File: config.mk
export PLATFORM = sky130hd
export DESIGN_NAME = seq_adder
export DESIGN_NICKNAME = d
export VERILOG_FILES = /design/src/rtl/seq_adder.sv
export SDC_FILE = /design/constraint.sdc
export NUM_CORES = 1
export LEC_CHECK = 0
export ABC_AREA = 1
export BUFFER_PORTS_ARGS = -buffer_cell sky130_fd_sc_hd__buf_2
export CORE_MARGIN = 2
export CORE_UTILIZATION = 59
export DETAILED_ROUTE_END_ITERATION = 10
export PLACE_DENSITY_LB_ADDON = 0.3
export RECOVER_POWER = 100
export SLEW_MARGIN = 0
export SYNTH_ARGS = -nofsm -noshare
export SYNTH_HDL_FRONTEND = slang
export SYNTH_SLANG_ARGS = --single-unit
File: constraint.sdc
create_clock -name clk -period 3.3 [get_ports clk]
set_clock_uncertainty 0.15 [all_clocks]
set_input_delay 0.33 -clock clk [delete_from_list [all_inputs] [get_ports clk]]
set_output_delay 0.33 -clock clk [all_outputs]
set_load 0.05 [all_outputs]
File: src/rtl/seq_adder.sv
// Multi-cycle adder/subtractor: CHUNK bits per cycle through a ripple stage with a
// registered carry, valid/ready handshakes on both sides, results held until consumed.
module seq_adder #(
  parameter int WIDTH = 16,
  parameter int CHUNK = 4
) (
  input  logic             clk,
  input  logic             rst_n,
  input  logic             in_valid,
  output logic             in_ready,
  input  logic [WIDTH-1:0] a,
  input  logic [WIDTH-1:0] b,
  input  logic             sub,
  output logic             out_valid,
  input  logic             out_ready,
  output logic [WIDTH-1:0] sum,
  output logic             cout,
  output logic             ovf,
  output logic             busy
);

  localparam int N  = WIDTH / CHUNK;
  localparam int CW = (N > 1) ? $clog2(N) : 1;
  localparam logic [CW-1:0] LAST = CW'(N - 1);

  typedef enum logic [1:0] {IDLE, RUN, DONE} state_t;

  state_t           r_state;
  logic [WIDTH-1:0] r_opA;
  logic [WIDTH-1:0] r_opB;
  logic [WIDTH-1:0] r_res;
  logic [WIDTH-1:0] r_sum;
  logic [CW-1:0]    r_cnt;
  logic             r_carry;
  logic             r_cout;
  logic             r_ovf;
  logic             r_inReady;
  logic             r_outValid;
  logic             r_busy;

  logic [CHUNK-1:0] w_s;
  logic             w_c;
  logic             w_cMsb;
  logic [WIDTH-1:0] w_resNext;

  // Operands shift right each cycle so the active chunk always sits in the low bits;
  // finished chunks enter the result from the top and land in place after N shifts.
  assign {w_c, w_s} = {1'b0, r_opA[CHUNK-1:0]} + {1'b0, r_opB[CHUNK-1:0]}
                    + (CHUNK+1)'(r_carry);
  assign w_cMsb     = w_s[CHUNK-1] ^ r_opA[CHUNK-1] ^ r_opB[CHUNK-1];
  assign w_resNext  = (r_res >> CHUNK) | (WIDTH'(w_s) << (WIDTH - CHUNK));

  always_ff @(posedge clk or negedge rst_n) begin
    if (!rst_n) begin
      r_state    <= IDLE;
      r_opA      <= '0;
      r_opB      <= '0;
      r_res      <= '0;
      r_sum      <= '0;
      r_cnt      <= '0;
      r_carry    <= 1'b0;
      r_cout     <= 1'b0;
      r_ovf      <= 1'b0;
      r_inReady  <= 1'b1;
      r_outValid <= 1'b0;
      r_busy     <= 1'b0;
    end else begin
      case (r_state)
        IDLE: begin
          if (in_valid) begin
            r_opA     <= a;
            r_opB     <= sub ? ~b : b;
            r_carry   <= sub;
            r_cnt     <= '0;
            r_inReady <= 1'b0;
            r_busy    <= 1'b1;
            r_state   <= RUN;
          end
        end
        RUN: begin
          r_opA   <= r_opA >> CHUNK;
          r_opB   <= r_opB >> CHUNK;
          r_res   <= w_resNext;
          r_carry <= w_c;
          if (r_cnt == LAST) begin
            r_sum      <= w_resNext;
            r_cout     <= w_c;
            r_ovf      <= w_cMsb ^ w_c;
            r_cnt      <= '0;
            r_outValid <= 1'b1;
            r_state    <= DONE;
          end else begin
            r_cnt <= r_cnt + 1'b1;
          end
        end
        DONE: begin
          // A new request seen on the handshake edge waits for the following IDLE cycle.
          if (out_ready) begin
            r_outValid <= 1'b0;
            r_busy     <= 1'b0;
            r_inReady  <= 1'b1;
            r_state    <= IDLE;
          end
        end
        default: begin
          r_state    <= IDLE;
          r_inReady  <= 1'b1;
          r_outValid <= 1'b0;
          r_busy     <= 1'b0;
        end
      endcase
    end
  end

  assign in_ready  = r_inReady;
  assign out_valid = r_outValid;
  assign busy      = r_busy;
  assign sum       = r_sum;
  assign cout      = r_cout;
  assign ovf       = r_ovf;

endmodule

After elaboration in Yosys (flattened, before gate mapping)

Index checks and enable logic that the tools add are counted.

Flip-flop bits (word level): 74
Bits of input ports: 37
Output and inout bits: 21
Word-level logic and storage cells: 57

Add/sub/neg operators: 3
Equality and inequality tests: 6
Muxes and demuxes: 22
Bitwise gates (word level): 7
Reduce and logical (&&, ||, !) cells: 7

Operators with widths:

| kind                | count |
|---|---|
| $pmux 16 s2         | 2 |
| $mux 16             | 3 |
| $not 16->16         | 1 |
| $or 12x16->16       | 1 |
| $mux 2              | 5 |
| $pmux 1 s3          | 3 |
| $reduce_and 3->1    | 3 |
| $mux 1              | 6 |
| $ne 2x2->1 const B  | 3 |
| $pmux 2 s3          | 1 |
| $add 4x4->5         | 1 |
| $add 5x1->5         | 1 |
| $eq 2x2->1 const B  | 2 |
| $pmux 2 s2          | 1 |
| $reduce_and 2->1    | 2 |
| $xor 1x1->1         | 3 |
| $add 2x1->2 const B | 1 |
| $eq 2x1->1 const B  | 1 |
| $logic_not 2->1     | 1 |
| $not 1->1           | 2 |
| $pmux 1 s2          | 1 |
| $reduce_bool 2->1   | 1 |

Depth between registers and ports, before layout

Gate-level depths: netlist of run 1.

Depth after elaboration: 5
Depth in mapped cells: 11
Mapped depth without buffers: 11

Worst setup path before layout of run 1

OpenSTA, ideal clock, no wires.

Path kind: register to register
From: reg r_opA[0]
To: reg r_ovf, in the netlist ovf
Setup time: 0.125 ns
Data arrival time: 1.510 ns
Path slack: 1.515 ns
Stages on the path, launching flop included: 11
Path buffers: 0
Path through: dfrtp_1 -> fa_1 -> inv_1 -> fa_1 -> inv_1 -> nand3_1 -> nand2_1 -> nand2_1 -> nand2_1 -> nand3_1 -> nand3_1

Cells in the longest elaborated chain, start to end: 5

Ends and longest elaborated chain:

| what                     | line | source |
|---|---|---|
| from (decl)              | 29   | `logic [WIDTH-1:0] r_opA;` |
| from (signal assigned)   | 81   | `r_opA <= r_opA >> CHUNK;` |
| $add 4x4->5 (*)          | 48   | `assign {w_c, w_s} = {1'b0, r_opA[CHUNK-1:0]} + {1'b0, r_opB[CHUNK-1:0]}` |
| $add 5x1->5 (*)          | 49   | `+ (CHUNK+1)'(r_carry);` |
| $xor 1x1->1 (2 in a row) | 50   | `assign w_cMsb = w_s[CHUNK-1] ^ r_opA[CHUNK-1] ^ r_opB[CHUNK-1];` |
| $xor 1x1->1 (*)          | 88   | `r_ovf <= w_cMsb ^ w_c;` |
| to (signal assigned)     | 88   |  |
| to (decl)                | 36   | `logic r_ovf;` |

Mark *: on every way between the ends. The rest lies on a longest branch, timed or not.
A chain may end at the register's enable or synchronous reset.

Final worst setup path of run 1

From: reg r_state[1]
To: reg r_opB[4]

Cells in the longest elaborated chain, start to end: 3

Ends and longest elaborated chain:

| what                                                             | line | source |
|---|---|---|
| from (decl)                                                      | 28   | `state_t r_state;` |
| from (signal assigned)                                           | 55   | `r_state <= IDLE;` |
| from (signal assigned)                                           | 77   | `r_state <= RUN;` |
| from (signal assigned)                                           | 91   | `r_state <= DONE;` |
| $eq 2x1->1 / $logic_not 2->1 (equally long branches)             | 68   | `case (r_state)` |
| $reduce_bool 2->1 (no line) / $ne 2x2->1 (equally long branches) | n/a  |  |
| $reduce_and 2->1 (no line)                                       | n/a  |  |
| to (signal assigned)                                             | 72   | `r_opB <= sub ? ~b : b;` |
| to (signal assigned)                                             | 82   | `r_opB <= r_opB >> CHUNK;` |
| to (decl)                                                        | 30   | `logic [WIDTH-1:0] r_opB;` |

Parallel ways exist; a longest one is shown, timed or not.

==> metrics, run 1 <==
DR top layer=met4; IO Pins=58; endpoints failing hold=0; GRT overflow=0; post-CTS sizing=0; setup TNS=0 ns; FMAX=0.3874 GHz; Critical Path Fanout Max=20; Yosys reg bits=70; final slew viol count=0; first-pass GRT wire length=10.20 mm; sequential cell area=0.001753 mm^2; Most Frequent Cell on Critical Path=inv_1; initial drt markers=204; area of the mapped netlist=0.003098 mm^2; Synth Area per Inst=9.532 um^2; Leak=1.746 nW; count of final setup violators=0; met3 routed WL=329 um; CP Class=register to register; CP startpoint kind=register; pin count of the biggest net entering global routing=52; status=finished clean; Clk pin slew, worst setup/hold paths=0.07 ns; Seq/Total Area, Yosys=56.58%; final worst-path setup slack=0.7188 ns; post-DR vias/cell=5.234; Diodes inserted=0; CP peak stage delay=0.54 ns; Die H=76.46 um; initial core utilization=61.05%; max_cap viols=0; CP Cell Sequence=inv_1, nand3_1, nand2_2, inv_1, a22oi_1, o21ai_0; post-synthesis cell count=325; maximum vdd drop=0.0004678 V; Wirelength per Cell=13.03 um; Slowest-stage cell, CP=nand2_2; Synth-to-Final Area Change=14.90%; postcts setup bufs=0; CTS tree=yes; via count=2392; Synth Warn #=0; footprint of the multi-input gates=0.001092 mm^2; CTS Hold Bufs=1; power per cell area=1090 mW/mm^2; GPL Wtd Cong=0.7850; clock buffer depth=2; Crit. End Element=register; Site Rows=26; root buffer cell=clkbuf_8; Worst Max-Slew Pin Slew=1.107 ns; Placed Area=0.003411 mm^2; fin cells=457; antenna violations before repair=0; Cells after DPL=441; Port Buffers=57; Final min period=2.581 ns; Hold Path Class=input port to register; first-pass detailed-route iteration total=4; Bufs and invs on worst path=2; ANT nets after route=0; met2 wire len=2.890 mm; worst-skew pair later-pin latency=0.34 ns; CP top delay family=simple AND/OR/NAND/NOR gates; DPL Wire Length=3.993 mm; Finished Cell Area=0.003560 mm^2; Rel. slew slack=26.18%; Layout fillers=422; CTS Buf Count=9; Arrival @ worst endpoint=2.62 ns; H-tree depth=3; RSZ-0062 raised after global routing=false; Critical Path RT=3.34 ns; DRT Wirelength=5.956 mm; fin nets=426; number of global-route vias before repair=2261; net count after synthesis=368; layout cell share with drive strength beyond 1=13.70%; fin crit share=78.22%; clock sink count=70; chip width=76.46 um; # DRC=0; Setup WS pre-CTS=1.042 ns; Yosys cell types=29; Core Area=0.005075 mm^2; GRT Total Usage=22.14%; M1 WL=2.662 mm; die footprint=0.005846 mm^2
sequential cells by signal, summed over array words and instances (netlist names):
name	count
r_opA	16
busy	1
r_carry	1
cout	1
r_cnt	2
sum	16
r_res	12
r_opB	16
ovf	1
r_state	2
in_ready	1
out_valid	1
where the power goes:
group / internal, mW / switching [mW] / total, mW
combinational: 0.502 / 1.26 / 1.77
sequential: 1.26 / 0.195 / 1.45
clock: 0.367 / 0.293 / 0.661
total: 2.13 / 1.75 / 3.88
synth_stat cells:
cell type  count  area, um^2
nand2_1       95       356.6
dfrtp_1       69        1727
inv_1         38       142.6
o21ai_0       25       125.1
o221ai_1      16       140.1
xnor2_1       16       140.1
nand3_1        8       40.04
clkbuf_1       6       22.52
nor2_1         6       22.52
o21ai_1        6       30.03
o211ai_1       5       37.54
ha_1           4       50.05
inv_2          4       15.01
a21oi_1        3       15.01
a22oi_1        3       22.52
buf_2          3       15.01
buf_6          3       33.78
o22ai_1        3       18.77
fa_1           2       40.04
a22o_1         1       8.760
buf_1          1       3.750
buf_4          1       7.510
dfstp_2        1       26.28
nand2_2        1       6.260
nand3_4        1       17.52
nor2_4         1       11.26
o31ai_1        1       7.510
or2_2          1       6.260
xor2_1         1       8.760
cells in the final DEF, fill, tap and decap left out, types with 3 or more instances in the layout:
cell      instances
o221ai_1         16
a21oi_1           3
a22oi_1           3
ha_1              4
buf_2            35
nand2_1          95
o21ai_0          31
xnor2_1          16
inv_1            41
o211ai_1          5
o22ai_1           3
nand3_1           9
dfrtp_1          69
clkbuf_8         10
nor2_1            6
clkbuf_1         27
through the flow:
stage	utilization (%)	hold slack [ns]	total power [mW]
6_report	70.14	0.04325	3.878
5_1_grt	70.14	0.03884	4.182
4_1_cts	71.01	0.03663	3.952
3_5_place_dp	67.21	0.1371	3.277
3_3_place_gp	67.21	0.1344	3.209
2_1_floorplan	-	-0.1156	2.884
logic make-up (layout without fill, tap and decap cells):
kind of cell	Yosys count	count (layout)	share of synthesized area (%)
buf+inv	56	118	7.754
xor+xnor	17	17	4.806
compound gates	63	63	13.09
fa+ha+maj	6	6	2.908
simple gates	113	113	14.86
flops	70	70	56.58
layer usage:
| metal | global-route usage (%) | vias up |
|---|---|---|
| li1 | - | 1165 |
| met1 | 29.37 | 1134 |
| met2 | 35.49 | 86 |
| met3 | 4.621 | 7 |
| met4 | 9.818 | 0 |
| met5 | 0 | - |
path summary, 6_finish.rpt:
| kind | from | end | slack [ns] | cells past startpoint |
|---|---|---|---|---|
| min reg2reg | r_res[7] | sum[3] | 0.32 | 2 |
| max in group asynchronous | rst_n | r_opB[0] | 1.29 | 3 |
| min in group asynchronous | rst_n | sum[6] | 0.51 | 2 |
| max | r_state[1] | r_opB[4] | 0.72 | 6 |
| max reg2reg | r_state[1] | r_opB[4] | 0.72 | 6 |
| min | out_ready | r_state[1] | 0.04 | 2 |
layout make-up:
| cell class | instances | share of cell area [%] |
|---|---|---|
| inverter | 42 | 4.429 |
| clock inverter | 1 | 0.8436 |
| timing repair buffer | 61 | 8.049 |
| multi-input combinational | 199 | 30.69 |
| sequential | 70 | 49.24 |
| clock buffer | 14 | 4.288 |
| tap | 70 | 2.460 |
No activity file was read; power rests on OpenSTA's default activity.
==> inputs of run 2 (changes only) <==
Settings changed: CORE_UTILIZATION 59 to 55.
Clock period 3.3 ns to 2.6 ns, I/O delays scaled along.
==> run 2 against run 1 <==
Effect of this change: sequential share of layout area shrank 2.6 points; critical path depth is the same; largest cell class unchanged; cell count grew 4.2%; worst setup slack lost 0.21 ns; critical endpoint unchanged; design area grew 5.7%; count of clock-buffer cells in the layout shrank 1; critical path type unchanged.
==> metrics, run 2 (same netlist as run 1, synthesis figures left out) <==
status=finished clean; FF-to-FF path depth=6 (unchanged); critical path depth in cells=6 (unchanged); crit path capture=r_opB[4]; first-pass GRT wire length=10.52 mm (+3.1%); DPL Wire Length=4.143 mm (+3.8%); initial drt markers=144 (-29%); CP Launch Point=r_state[1]; antenna violations before repair=0 (unchanged); layout cell share with drive strength beyond 1=15.10% (+1.4 points); FMAX=0.4782 GHz (+23%); Port Buffers=57 (unchanged); worst r2r dst=r_opB[4]; clock sink count=70 (unchanged); Synth-to-Final Area Change=21.41%; first-pass detailed-route iteration total=4 (unchanged); Diodes inserted=0 (unchanged); Fin Hold WS=0.01712 ns (-0.02613 ns); postcts setup bufs=0 (unchanged); post-DR vias/cell=5.071 (-3.1%); Site Rows=27 (+3.8%); most frequent cells in the layout=nand2_1 (96), dfrtp_1 (69), inv_1 (39); GRT Total Usage=22.12% (about the same); Clk pin slew, worst setup/hold paths=0.07 ns (about the same); Crit. End Element=register; GRT overflow=0 (unchanged); fin nets=442 (+3.8%); endpoints failing hold=0 (unchanged); CP Cell Sequence=inv_1, nand3_1, nand2_1, inv_2, a22oi_1, o21ai_0; commonest non-fill, non-tap cell in the layout=nand2_1; # DRC=0 (unchanged); CP peak stage delay=0.53 ns (about the same); H-tree depth=3 (unchanged); max_cap viols=0 (unchanged); initial core utilization=56.61% (-4.4 points); count of final setup violators=0 (unchanged); setup TNS=0 ns (unchanged); IO Pins=58 (unchanged); root buffer cell=clkbuf_8; die footprint=0.006249 mm^2 (+6.9%); Bufs and invs on worst path=2 (unchanged); Leak=1.839 nW (+5.3%); CTS Buf Count=9 (unchanged); CP Class=register to register; Worst Max-Slew Pin Slew=1.291 ns (+0.1838 ns); Rel. slew slack=13.93% (-12 points); number of global-route vias before repair=2389 (+5.7%); pin count of the biggest net entering global routing=32 (-38%); Core Area=0.005473 mm^2 (+7.8%); worst-skew pair later-pin latency=0.34 ns (about the same); final slew viol count=0 (unchanged); Die H=79.05 um (+3.4%); RSZ-0062 raised after global routing=false; Critical Path Fanout Max=19 (-5.0%); chip width=79.05 um (+3.4%); Critical Path RT=2.64 ns (-0.70 ns); R2R Setup Slk=0.51 ns (-0.21 ns); maximum vdd drop=0.0008158 V (+74%); Slowest-stage cell, CP=nand3_1; CTS Hold Bufs=15 (+14); clock buffer depth=2 (unchanged); post-CTS sizing=0 (unchanged); CTS tree=yes; DRT Wirelength=6.086 mm (+2.2%); GPL Wtd Cong=0.7835 (-0.19%); FF-to-FF Start=r_state[1]; CP top delay family=simple AND/OR/NAND/NOR gates; Hold Path Class=input port to register; fin crit share=80.43% (+2.2 points); ANT nets after route=0 (unchanged); power per cell area=1336 mW/mm^2 (+23%); Arrival @ worst endpoint=2.13 ns (-0.49 ns); via count=2414 (+0.92%); CP startpoint kind=register; Wirelength per Cell=12.79 um (-1.9%); Final min period=2.091 ns (-0.4901 ns)
-- run 2: area by class of cell --
class	instances	area (um^2)
clock buffer	13	178.9
clock inverter	3	40.04
fill	463	1712
inverter	42	157.7
multi-input combinational	199	1090
sequential	70	1753
tap	72	90.09
timing repair buffer	77	451.7
-- run 2: worst min-delay path by stage --
stage	cells past startpoint	startpoint	endpoint
floorplan	0	rst_n	busy
global placement	1	rst_n	sum[5]
detailed placement	1	rst_n	sum[5]
CTS	3	a[2]	r_opA[2]
global route	3	a[3]	r_opA[3]
finish	3	a[3]	r_opA[3]
-- run 2: report_power, final --
group          total [mW]  leakage (nW)  internal, mW  switching [mW]
clock               0.928         0.115         0.545           0.383
combinational        2.26         0.838         0.663            1.60
sequential           1.84         0.885          1.59           0.244
total                5.02          1.84          2.80            2.22
-- run 2: layer usage --
metal | track usage [%] | routed length (um)
met5 | 0 | 0
met4 | 9.310 | 116
met3 | 5.682 | 309
met2 | 37.54 | 2976
met1 | 26.88 | 2683
-- run 2: through the flow --
step / setup slack (ns) / total power, mW / area (um^2) / utilization (%) / std cells
floorplan: 0.8151 / 3.661 / 3098 / - / 325
global placement: 0.6601 / 4.093 / 3441 / 62.87 / 445
detailed placement: 0.6535 / 4.175 / 3441 / 62.87 / 445
CTS: 0.6138 / 5.134 / 3810 / 69.62 / 476
global route: 0.2703 / 5.415 / 3761 / 68.72 / 476
finish: 0.5089 / 5.023 / 3761 / 68.72 / 476
-- run 2: worst register-to-register path, cell delays in order, from the launching register on --
cell     delay, ns
dfrtp_1       0.41
inv_1         0.14
nand3_1       0.53
nand2_1       0.29
inv_2         0.17
a22oi_1       0.16
o21ai_0       0.10
==> inputs of run 3 (changes only) <==
Settings changed: CORE_UTILIZATION 55 to 50.
Clock period 2.6 ns to 1.8 ns, I/O delays scaled along.
==> run 3 against run 2 <==
Effect of this change: count of clock-buffer cells in the layout decreased by 2; power increased by 49%; sequential cell count unchanged; via count increased by 4.4%; first-iteration DRC count decreased by 30%; fmax increased by 18%; combinational power increased by 58%; worst hold slack got worse by 0.014 ns; highest routed layer unchanged.
==> metrics, run 3 (same netlist as run 1, synthesis figures left out) <==
Synth-to-Final Area Change=27.34%; worst-skew pair later-pin latency=0.35 ns (about the same); ANT nets after route=0 (unchanged); crit path capture=ovf; H-tree depth=3 (unchanged); commonest non-fill, non-tap cell in the layout=nand2_1; Port Buffers=57 (unchanged); Rel. slew slack=58.06% (+44 points); initial drt markers=101 (-30%); # DRC=0 (unchanged); GPL Wtd Cong=0.7667 (-2.1%); count of final setup violators=0 (unchanged); Final min period=1.778 ns (-0.3132 ns); Slowest-stage cell, CP=fa_2; Layout fillers=514 (+11%); Critical Path RT=1.88 ns (-0.76 ns); status=finished clean; worst r2r dst=ovf; CP Cell Sequence=fa_2, inv_2, fa_2, inv_2, nand3_2, nand2_2, nand2_1, nand2_1, nand3_1, nand3_1; root buffer cell=clkbuf_8; endpoints failing hold=0 (unchanged); clock buffer depth=2 (unchanged); R2R Setup Slk=0.02 ns (-0.49 ns); IO Pins=58 (unchanged); Die H=82.72 um (+4.6%); CP top delay family=adder cells; Fin Hold WS=0.003068 ns (-0.01406 ns); Hold Path Class=input port to register; chip width=82.72 um (+4.6%); CP startpoint kind=register; CP Class=register to register; RSZ-0062 raised after global routing=true; initial core utilization=52.02% (-4.6 points); Critical Path Fanout Max=2 (-17); first-pass detailed-route iteration total=4 (unchanged); sequential cell area=0.001753 mm^2 (unchanged); layout cell share with drive strength beyond 1=18.12% (+3.0 points); FF-to-FF path depth=10 (+4); most frequent cells in the layout=nand2_1 (94), dfrtp_1 (69), inv_1 (39); final core occ=66.24% (-2.5 points); Diodes inserted=0 (unchanged); maximum vdd drop=0.001034 V (+27%); FMAX=0.5625 GHz (+18%); final slew viol count=0 (unchanged); Worst Max-Slew Pin Slew=0.6291 ns (-0.6620 ns); Arrival @ worst endpoint=1.86 ns (-0.27 ns); Wirelength per Cell=13.46 um (+5.3%); FF-to-FF Start=r_opA[0]; CTS tree=yes; number of global-route vias before repair=2456 (+2.8%); via count=2520 (+4.4%); CTS Buf Count=9 (unchanged); pin count of the biggest net entering global routing=27 (-16%); Leak=1.913 nW (+4.0%); die footprint=0.006842 mm^2 (+9.5%); fin nets=463 (+4.8%); clock sink count=70 (unchanged); antenna violations before repair=0 (unchanged); first-pass GRT wire length=11.25 mm (+7.0%); Clk pin slew, worst setup/hold paths=0.08 ns (about the same); DRT Wirelength=6.732 mm (+11%); DPL Wire Length=4.441 mm (+7.2%); Bufs and invs on worst path=2 (unchanged); GRT overflow=0 (unchanged); CP peak stage delay=0.41 ns (-0.12 ns); Site Rows=28 (+3.7%); fin crit share=98.77% (+18 points); Tot Pwr=7.498 mW (+49%); GRT Total Usage=22.14% (about the same); max_cap viols=0 (unchanged); power per cell area=1901 mW/mm^2 (+42%); Crit. End Element=register; Core Area=0.005956 mm^2 (+8.8%); critical path depth in cells=10 (+4); setup TNS=0 ns (unchanged); footprint of the multi-input gates=0.001117 mm^2 (+2.5%); CP Launch Point=r_opA[0]; post-DR vias/cell=5.040 (-0.62%)
## run 3: cell types whose count changed in the layout (fill, tap and decap cells not counted), sizes merged
cell and delta:
dlygate4sd3 +11, buf +7, clkinvlp +2, clkbuf +1
## run 3: worst min-delay path by stage
stage,startpoint,end,slack [ns],cells after the start
6_report,b[8],r_opB[8],0.003,3
5_1_grt,b[7],r_opB[7],0.01,3
4_1_cts,b[8],r_opB[8],0.0005,3
3_5_place_dp,rst_n,r_res[12],0.05,1
3_3_place_gp,rst_n,sum[3],0.06,1
2_1_floorplan,rst_n,busy,-0.27,0
## run 3: what timing repair did
item / in CTS / in global routing
buffers inserted: 1 / 0
pin swaps: 3 / 3
gates resized for setup: 6 / 3
endpoints found under the setup margin: 3 / 3
hold endpoints to repair: 44 / 0
hold buffers: 26 / 0
## run 3: cell type report
cell class	count	share of cell area, %
clock inverter	5	1.491
inverter	42	3.996
sequential	70	44.43
timing repair buffer	98	15.79
clock buffer	11	3.584
multi-input combinational	199	28.32
tap	75	2.379
## run 3: metrics by stage
step	area, um^2	setup WS, ns	instances
global placement	3525	0.0008701	457
finish	3945	0.02211	500
global route	3945	-0.07734	500
CTS	4009	0.004115	500
floorplan	3098	0.01507	325
detailed placement	3525	-0.05841	457
## run 3: power by group
group	total (mW)	internal (mW)	switching, mW
combinational	3.58	1.13	2.44
sequential	2.65	2.30	0.349
clock	1.27	0.678	0.596
total	7.50	4.11	3.39
## run 3: metal layers
| layer | share of wire (%) | global-route usage [%] |
|---|---|---|
| met4 | 1.3 | 10.16 |
| met1 | 43 | 27.83 |
| met3 | 5.8 | 4.674 |
| met2 | 49 | 36.77 |
| met5 | 0 | 0 |
## run 3: tightest hold or removal path: cells and delay by family
family	cells	cell delay (ns)
buffers and inverters	1	0.08
xor gates and xnor gates	1	0.05
AOI/OAI and AO/OA	1	0.15
